<file path="config.mk">
export PLATFORM = sky130hd
export DESIGN_NAME = prog_loader
export DESIGN_NICKNAME = d
export VERILOG_FILES = /design/src/rtl/prog_loader.sv
export SDC_FILE = /design/constraint.sdc
export NUM_CORES = 1
export LEC_CHECK = 0
export CAP_MARGIN = 20
export CORE_MARGIN = 4
export CORE_UTILIZATION = 63
export CTS_CLUSTER_DIAMETER = 120
export DETAILED_ROUTE_END_ITERATION = 10
export GPL_ROUTABILITY_DRIVEN = 0
export PLACE_DENSITY = 0.8
export SLEW_MARGIN = 20
export SYNTH_ARGS = -nofsm -noshare
export SYNTH_HDL_FRONTEND = slang
export SYNTH_SLANG_ARGS = --single-unit
export TNS_END_PERCENT = 100
</file>
<file path="constraint.sdc">
create_clock -name clk -period 5.39 [get_ports clk]
set_input_delay 1.3475 -clock clk [delete_from_list [all_inputs] [get_ports clk]]
set_output_delay 1.3475 -clock clk [all_outputs]
set_load 0.02 [all_outputs]
</file>
<file path="src/rtl/prog_loader.sv">
// UART-fed program loader: receives a framed, checksummed image and writes it into a
// 32x8 program store that the CPU reads combinationally; gates the CPU's run enable.
module prog_loader #(
   parameter int CLKS_PER_BIT = 434,
   parameter int TIMEOUT      = 2000000
) (
   input  logic       clk,
   input  logic       reset,
   input  logic       rxd,
   input  logic [4:0] cpu_addr,
   output logic [7:0] instr,
   output logic       cpu_run,
   output logic       busy,
   output logic       load_ok,
   output logic       load_err
);

   localparam int CNT_W = $clog2(CLKS_PER_BIT);
   localparam int TO_W  = $clog2(TIMEOUT + 1);
   localparam logic [CNT_W-1:0] HALF_M1 = CNT_W'(CLKS_PER_BIT / 2 - 1);
   localparam logic [CNT_W-1:0] FULL_M1 = CNT_W'(CLKS_PER_BIT - 1);
   localparam logic [TO_W-1:0]  TO_M1   = TO_W'(TIMEOUT - 1);
   localparam logic [7:0]       HDR     = 8'hA5;

   typedef enum logic [1:0] {R_IDLE, R_START, R_DATA, R_STOP} rx_state_t;
   typedef enum logic [2:0] {F_IDLE, F_COUNT, F_DATA, F_SUM, F_OK, F_ERR} fr_state_t;

   logic             rx_s1, rx_s2, rx_prev;
   rx_state_t        r_state, r_nxt;
   logic [CNT_W-1:0] r_cnt, r_cnt_nxt;
   logic [2:0]       r_bit, r_bit_nxt;
   logic [7:0]       r_shift, r_shift_nxt;
   logic             byte_valid, frame_error;

   fr_state_t        f_state, f_nxt;
   logic [5:0]       f_len;
   logic [4:0]       f_addr;
   logic [7:0]       f_sum;
   logic [TO_W-1:0]  idle_cnt;
   logic             timed_out, mem_we, in_frame;
   logic [7:0]       mem [32];

   // Receiver: synchroniser, bit timing and byte assembly
   always_ff @(posedge clk) begin
      if (reset) begin
         rx_s1   <= 1'b1;
         rx_s2   <= 1'b1;
         rx_prev <= 1'b1;
         r_state <= R_IDLE;
         r_cnt   <= '0;
         r_bit   <= '0;
         r_shift <= '0;
      end else begin
         rx_s1   <= rxd;
         rx_s2   <= rx_s1;
         rx_prev <= rx_s2;
         r_state <= r_nxt;
         r_cnt   <= r_cnt_nxt;
         r_bit   <= r_bit_nxt;
         r_shift <= r_shift_nxt;
      end
   end

   always_comb begin
      r_nxt       = r_state;
      r_cnt_nxt   = r_cnt;
      r_bit_nxt   = r_bit;
      r_shift_nxt = r_shift;
      byte_valid  = 1'b0;
      frame_error = 1'b0;
      case (r_state)
         R_IDLE: begin
            if (rx_prev && !rx_s2) begin
               r_nxt     = R_START;
               r_cnt_nxt = '0;
            end
         end
         R_START: begin
            if (r_cnt == HALF_M1) begin
               r_cnt_nxt = '0;
               r_bit_nxt = '0;
               r_nxt     = rx_s2 ? R_IDLE : R_DATA;
            end else begin
               r_cnt_nxt = r_cnt + 1'b1;
            end
         end
         R_DATA: begin
            if (r_cnt == FULL_M1) begin
               r_cnt_nxt   = '0;
               r_shift_nxt = {rx_s2, r_shift[7:1]};
               r_bit_nxt   = r_bit + 3'd1;
               if (r_bit == 3'd7) r_nxt = R_STOP;
            end else begin
               r_cnt_nxt = r_cnt + 1'b1;
            end
         end
         R_STOP: begin
            if (r_cnt == FULL_M1) begin
               r_cnt_nxt   = '0;
               r_nxt       = R_IDLE;
               byte_valid  = rx_s2;
               frame_error = !rx_s2;
            end else begin
               r_cnt_nxt = r_cnt + 1'b1;
            end
         end
         default: r_nxt = R_IDLE;
      endcase
   end

   // Frame sequencer: header, count, data, checksum
   assign in_frame  = (f_state == F_COUNT) || (f_state == F_DATA) || (f_state == F_SUM);
   assign timed_out = in_frame && !byte_valid && (idle_cnt == TO_M1);

   always_comb begin
      f_nxt  = f_state;
      mem_we = 1'b0;
      case (f_state)
         F_IDLE:  if (byte_valid && r_shift == HDR) f_nxt = F_COUNT;
         F_COUNT: begin
            if (frame_error || timed_out) f_nxt = F_ERR;
            else if (byte_valid)
               f_nxt = (r_shift == 8'd0 || r_shift > 8'd32) ? F_ERR : F_DATA;
         end
         F_DATA: begin
            if (frame_error || timed_out) f_nxt = F_ERR;
            else if (byte_valid) begin
               mem_we = 1'b1;
               if ({1'b0, f_addr} + 6'd1 == f_len) f_nxt = F_SUM;
            end
         end
         F_SUM: begin
            if (frame_error || timed_out) f_nxt = F_ERR;
            else if (byte_valid) f_nxt = (r_shift == f_sum) ? F_OK : F_ERR;
         end
         F_OK:    f_nxt = F_IDLE;
         F_ERR:   f_nxt = F_IDLE;
         default: f_nxt = F_IDLE;
      endcase
   end

   always_ff @(posedge clk) begin
      if (reset) begin
         f_state  <= F_IDLE;
         f_len    <= '0;
         f_addr   <= '0;
         f_sum    <= '0;
         idle_cnt <= '0;
         cpu_run  <= 1'b0;
         for (int i = 0; i < 32; i++) mem[i] <= 8'h00;
      end else begin
         f_state <= f_nxt;
         if (f_state == F_COUNT && byte_valid) begin
            f_len  <= r_shift[5:0];
            f_addr <= '0;
            f_sum  <= '0;
         end
         if (mem_we) begin
            mem[f_addr] <= r_shift;
            f_addr      <= f_addr + 5'd1;
            f_sum       <= f_sum + r_shift;
         end
         if (in_frame && !byte_valid) idle_cnt <= idle_cnt + 1'b1;
         else                         idle_cnt <= '0;
         // Run enable drops at the header and only returns on a verified checksum
         if (f_state == F_IDLE && byte_valid && r_shift == HDR) cpu_run <= 1'b0;
         else if (f_state == F_SUM && f_nxt == F_OK)            cpu_run <= 1'b1;
      end
   end

   assign instr    = mem[cpu_addr];
   assign busy     = (f_state != F_IDLE);
   assign load_ok  = (f_state == F_OK);
   assign load_err = (f_state == F_ERR);

endmodule

</file>
======== Yosys cells after proc, flatten, opt, wreduce, memory -nomap -nowiden ========
Memory sizes are Yosys's and may differ from the RTL's.
Index checks and enable logic that the tools add are counted.
storage, ports and cells
  register bits after elaboration ......... 69
  RAM bits ................................ 256
  bits of input ports ..................... 8
  output and inout port bits .............. 12
  word-level logic and storage cells ...... 114
  memories ................................ 1
cells by class
  add/sub/neg operators ................... 6
  magnitude comparators ................... 1
  eq/ne operators ......................... 21
  muxes and demuxes ....................... 44
  bitwise operators ....................... 1
  reduce and logical (&&, ||, !) cells .... 27
memory list
  name  words  bits a word  read ports  clocked after memory_dff  wr ports  RTL line  RTL
  mem   32     8            1           0                         32        41        logic [7:0] mem [32];
operators by type and width
  cell                                                                    number
  3-bit two-way mux                                                       11
  9-bit two-way mux                                                       3
  9-bit case mux with 3 select lines                                      1
  8-bit two-way mux                                                       3
  21-bit by 1-bit adder with 21-bit output (second input constant)        1
  21-bit equality test (second input constant)                            1
  5-bit two-way mux                                                       3
  1-bit two-way mux                                                       14
  3-bit equality test (second input constant)                             4
  2-bit two-way mux                                                       6
  3-bit case mux with 4 select lines                                      1
  2-bit inequality test (second input constant)                           5
  9-bit by 1-bit adder with 9-bit output (second input constant)          1
  9-bit by 8-bit equality test with 1-bit output (second input constant)  1
  9-bit equality test (second input constant)                             1
  8-bit adder                                                             1
  8-bit equality test                                                     1
  8-bit equality test (second input constant)                             1
  8-bit by 6-bit > comparator with 1-bit output (second input constant)   1
  1-bit logical AND                                                       8
  8-bit logical NOT                                                       1
  2-bit case mux with 4 select lines                                      1
  8-bit OR reduction                                                      1
  5-bit by 1-bit adder with 6-bit output (second input constant)          1
  19 further kinds                                                        28

======== Depth between registers and ports, before layout ========
Gate-level depths: netlist of the first run.
  depth after elaboration ................. 14
  mapped depth ............................ 9
  depth with buffers taken out ............ 7

======== Worst setup path before layout of the first run ========
No wires, ideal clock.
  kind .................................... in2out
  start ................................... in cpu_addr[0]
  end ..................................... out instr[0]
  arrival ................................. 3.338 ns
  required time ........................... 4.043 ns
  path slack .............................. 0.705 ns
  stages on the path ...................... 5
  path buffers ............................ 2
  cell sequence ........................... clkbuf_1 -> buf_2 -> mux4_2 -> mux4_2 -> mux2_2
between the ends
  cells in the longest elaborated chain, start to end .. 1
ends and longest elaborated chain
  item                    RTL line  RTL
  from (decl)             10        input logic [4:0] cpu_addr,
  memory read 32 x 8 bit  n/a
  to (decl)               11        output logic [7:0] instr,
Every way passes these cells.

======== Worst setup path after layout of the first run ========
  start ................................... in cpu_addr[0]
  end ..................................... out instr[6]
Same word-level chain as after synthesis.

==> impl_results.md, run 1 <==
- RSZ-0062 raised after global routing: false
- Setup crit end kind: primary output
- FF-to-FF Start: r_cnt[6]
- Net Count, Synth: 1179
- Worst-case vdd ir drop: 0.0002525 V
- 1st-iter DRT viols: 1513
- Fillcell total: 1631
- Die X-Extent: 164.8 um
- Netlist cell types: 70
- Clock Latency Late Sink: 0.51 ns
- Worst hold slack: 0.4177 ns
- Die Height: 164.8 um
- CTS root buf: clkbuf_16
- Hold path startpoint: rx_s1
- Register area share after synthesis: 58.52%
- Max_slew headroom: 36.85%
- Slowest stage cell on the critical path: mux4_2
- Pwr per Cell Area: 311.7 mW/mm^2
- Max H-tree Level: 2
- Top-level I/O count: 20
- Post-CTS Setup Bufs: 0
- Cts bufs inserted: 34
- Total GRT Usage: 28.01%
- Number of vias per cell: 6.377
- Drt drc: 0
- Rows: 57
- Diode count: 0
- FFs w/ async S/R, synth: 0%
- Num Clock Sinks: 325
- WL final: 36.83 mm
- Syn Area/Cell: 13.44 sq um
- Status: complete, no violations
- First-pass GRT wire length: 56.01 mm
- Worst slew pin tran: 0.9459 ns
- Clk pin slew, worst setup/hold paths: 0.05 ns
- Commonest non-fill, non-tap cell in the layout: and2_1
- Nets: 1175
- Clock tree from TritonCTS: done
- Max Fclk: 194.0 MHz
- Syn Inst Count: 1153
- Worst Skew: 0.01277 ns
- Commonest cells after routing, fill and taps aside: and2_1, edfxtp_1, nor2_1
- Final Critical Period: 5.154 ns
- CP most frequent cell: mux4_2
- CP top delay family: multiplexers
- CTS Buffer Depth: 3
- Setup TNS: 0 ns
- Ys flop type: edfxtp_1
- Final hold vios: 0
- Post-synth EDFFs: 256
- CP startpoint: cpu_addr[0]
- Antenna violations before repair: 0
- Startpoint class of the critical path: input pin
- Post-route antenna net violation count: 0
- Worst-path fanout max: 19
- CP bufs+invs: 3
- Largest net degree at the start of global routing: 84
- Leak: 6.093 nW
- Final setup viols: 0
- Hold Crit Class: reg -> reg
- Critical path type: in -> out
- Starting Density: 63.91%
- Req. time, crit path: 4.04 ns
- Area growth, synth to finish: 9.431%
- Layout cells sized above 1: 16.91%
- Die area: 0.02717 sq mm
- Synth Cell Area: 0.01550 sq mm
- Crit share post-route: 95.62%
- Final HPWL DP: 24.93 mm
- Vias: 9533
- Crit path DAT: 3.81 ns
- Avg WL per Cell: 24.63 um
- CTS Hold Bufs: 0
- TritonRoute pass-1 iters: 5
- Max cap viols: 0
- CP cell instances: buf_4 -> buf_12 -> mux4_2 -> mux4_2 -> mux2_2 -> clkdlybuf4s50_1
- CTS resizes: 0
- Register area: 0.009070 sq mm
- Footprint of the multi-input gates: 0.006081 sq mm
- Yosys reg bits: 325
- Gr ovfl total: 0
- Core area: 0.02425 sq mm
- Vias in the first global route: 9034
- Max incr delay on CP: 0.55 ns
- Pins Over Slew Limit: 0
- Port Buffers: 19
- Yosys warns: 0
-- final cells by class --
cell class	count	area share, %
Sequential cell	325	53.49
Multi-Input combinational cell	746	35.86
Clock buffer	43	5.342
Tap cell	324	2.391
Timing Repair Buffer	34	2.007
Clock inverter	15	0.7378
Inverter	8	0.1771
-- final timing paths --
check	endpoint	slack, ns	depth (start not counted)
setup / recovery	instr[6]	0.24	6
hold / removal	rx_s2	0.42	1
setup reg to reg	mem[23][1]	2.40	5
hold reg to reg	rx_s2	0.42	1
-- stage by stage --
step	area (sq um)	total power, mW	utilization [%]	std cells	setup WS, ns
6_report	16960	5.286	69.93	1495	0.2362
5_1_grt	16960	5.443	69.93	1495	0.1492
4_1_cts	16960	5.317	69.93	1495	0.2360
3_5_place_dp	15930	3.126	65.68	1437	0.2446
3_3_place_gp	15930	3.120	65.68	1437	0.2834
2_1_floorplan	15500	3.025	-	1153	0.7046
-- cells by family after synthesis --
logic type	share of synthesized area (%)
DFF	58.52
AOI/OAI and AO/OA	3.222
and+or+nand+nor	19.62
muxes	13.37
adders and majority gates	1.502
buffers and inverters	2.237
xor gates and xnor gates	1.526
-- worst register-to-register path, stage by stage (launching register included) --
cell	delay [ns]
dfxtp_1	0.38
nor4b_2	0.56
and4_1	0.39
nand2_1	0.47
nor2_1	0.56
or2_2	0.32
-- metal layers --
layer  share of wire, %  vias up  wire (um)  track usage, %
met5                  0        -          0               0
met4                3.4        0       1236           9.036
met3                 11       82       4145           6.913
met2                 47      560      17140           43.44
met1                 39     4670      14300           39.62
li1                   -     4221          -               -
-- state kept, by name, indices dropped and copies added, names as in the netlist, named ones only --
register  flops
cpu_run       1
f_addr        5
f_len         6
f_state       3
f_sum         8
idle_cnt     21
mem         256
r_bit         3
r_cnt         9
r_shift       8
r_state       1
rx_prev       1
rx_s1         1
rx_s2         1
-- power breakdown --
part | leakage, nW | internal [mW] | switching, mW
clock network | 0.504 | 1.28 | 0.920
logic | 2.39 | 0.134 | 0.134
registers | 3.20 | 2.76 | 0.0476
-- synth_stat cells, types with 5 or more instances --
| master | instances | area, sq um |
|---|---|---|
| ha_1 | 17 | 212.7 |
| nor2_1 | 93 | 349.1 |
| and3_1 | 6 | 37.54 |
| edfxtp_1 | 256 | 7687 |
| nand3_1 | 18 | 90.09 |
| or2_2 | 36 | 225.2 |
| clkbuf_1 | 57 | 214.0 |
| nand4_1 | 12 | 75.07 |
| or3_1 | 11 | 68.82 |
| nand3b_1 | 7 | 52.55 |
| o21ai_0 | 11 | 55.05 |
| a311oi_1 | 6 | 52.55 |
| mux2i_1 | 18 | 180.2 |
| mux4_2 | 80 | 1802 |
| nor3_1 | 9 | 45.04 |
| dfxtp_1 | 69 | 1381 |
| inv_1 | 8 | 30.03 |
| xor2_1 | 17 | 148.9 |
| a211oi_1 | 5 | 37.54 |
| buf_2 | 6 | 30.03 |
| a22oi_1 | 8 | 60.06 |
| and2_1 | 258 | 1614 |
| mux2_2 | 8 | 90.09 |
| a21oi_1 | 18 | 90.09 |
| xnor2_1 | 10 | 87.58 |
| nand2_1 | 29 | 108.9 |
Power figures use the tool's default switching activity.
==> run 2, diff against run 1 <==
--- a/config.mk
+++ b/config.mk
@@ -12,6 +12,7 @@
 export DETAILED_ROUTE_END_ITERATION = 10
 export GPL_ROUTABILITY_DRIVEN = 0
 export PLACE_DENSITY = 0.8
+export SKIP_CTS_REPAIR_TIMING = 1
 export SLEW_MARGIN = 20
 export SYNTH_ARGS = -nofsm -noshare
 export SYNTH_HDL_FRONTEND = slang
==> results of run 2 <==
Same layout as run 1: the final DEF is identical, and so are final timing and power.
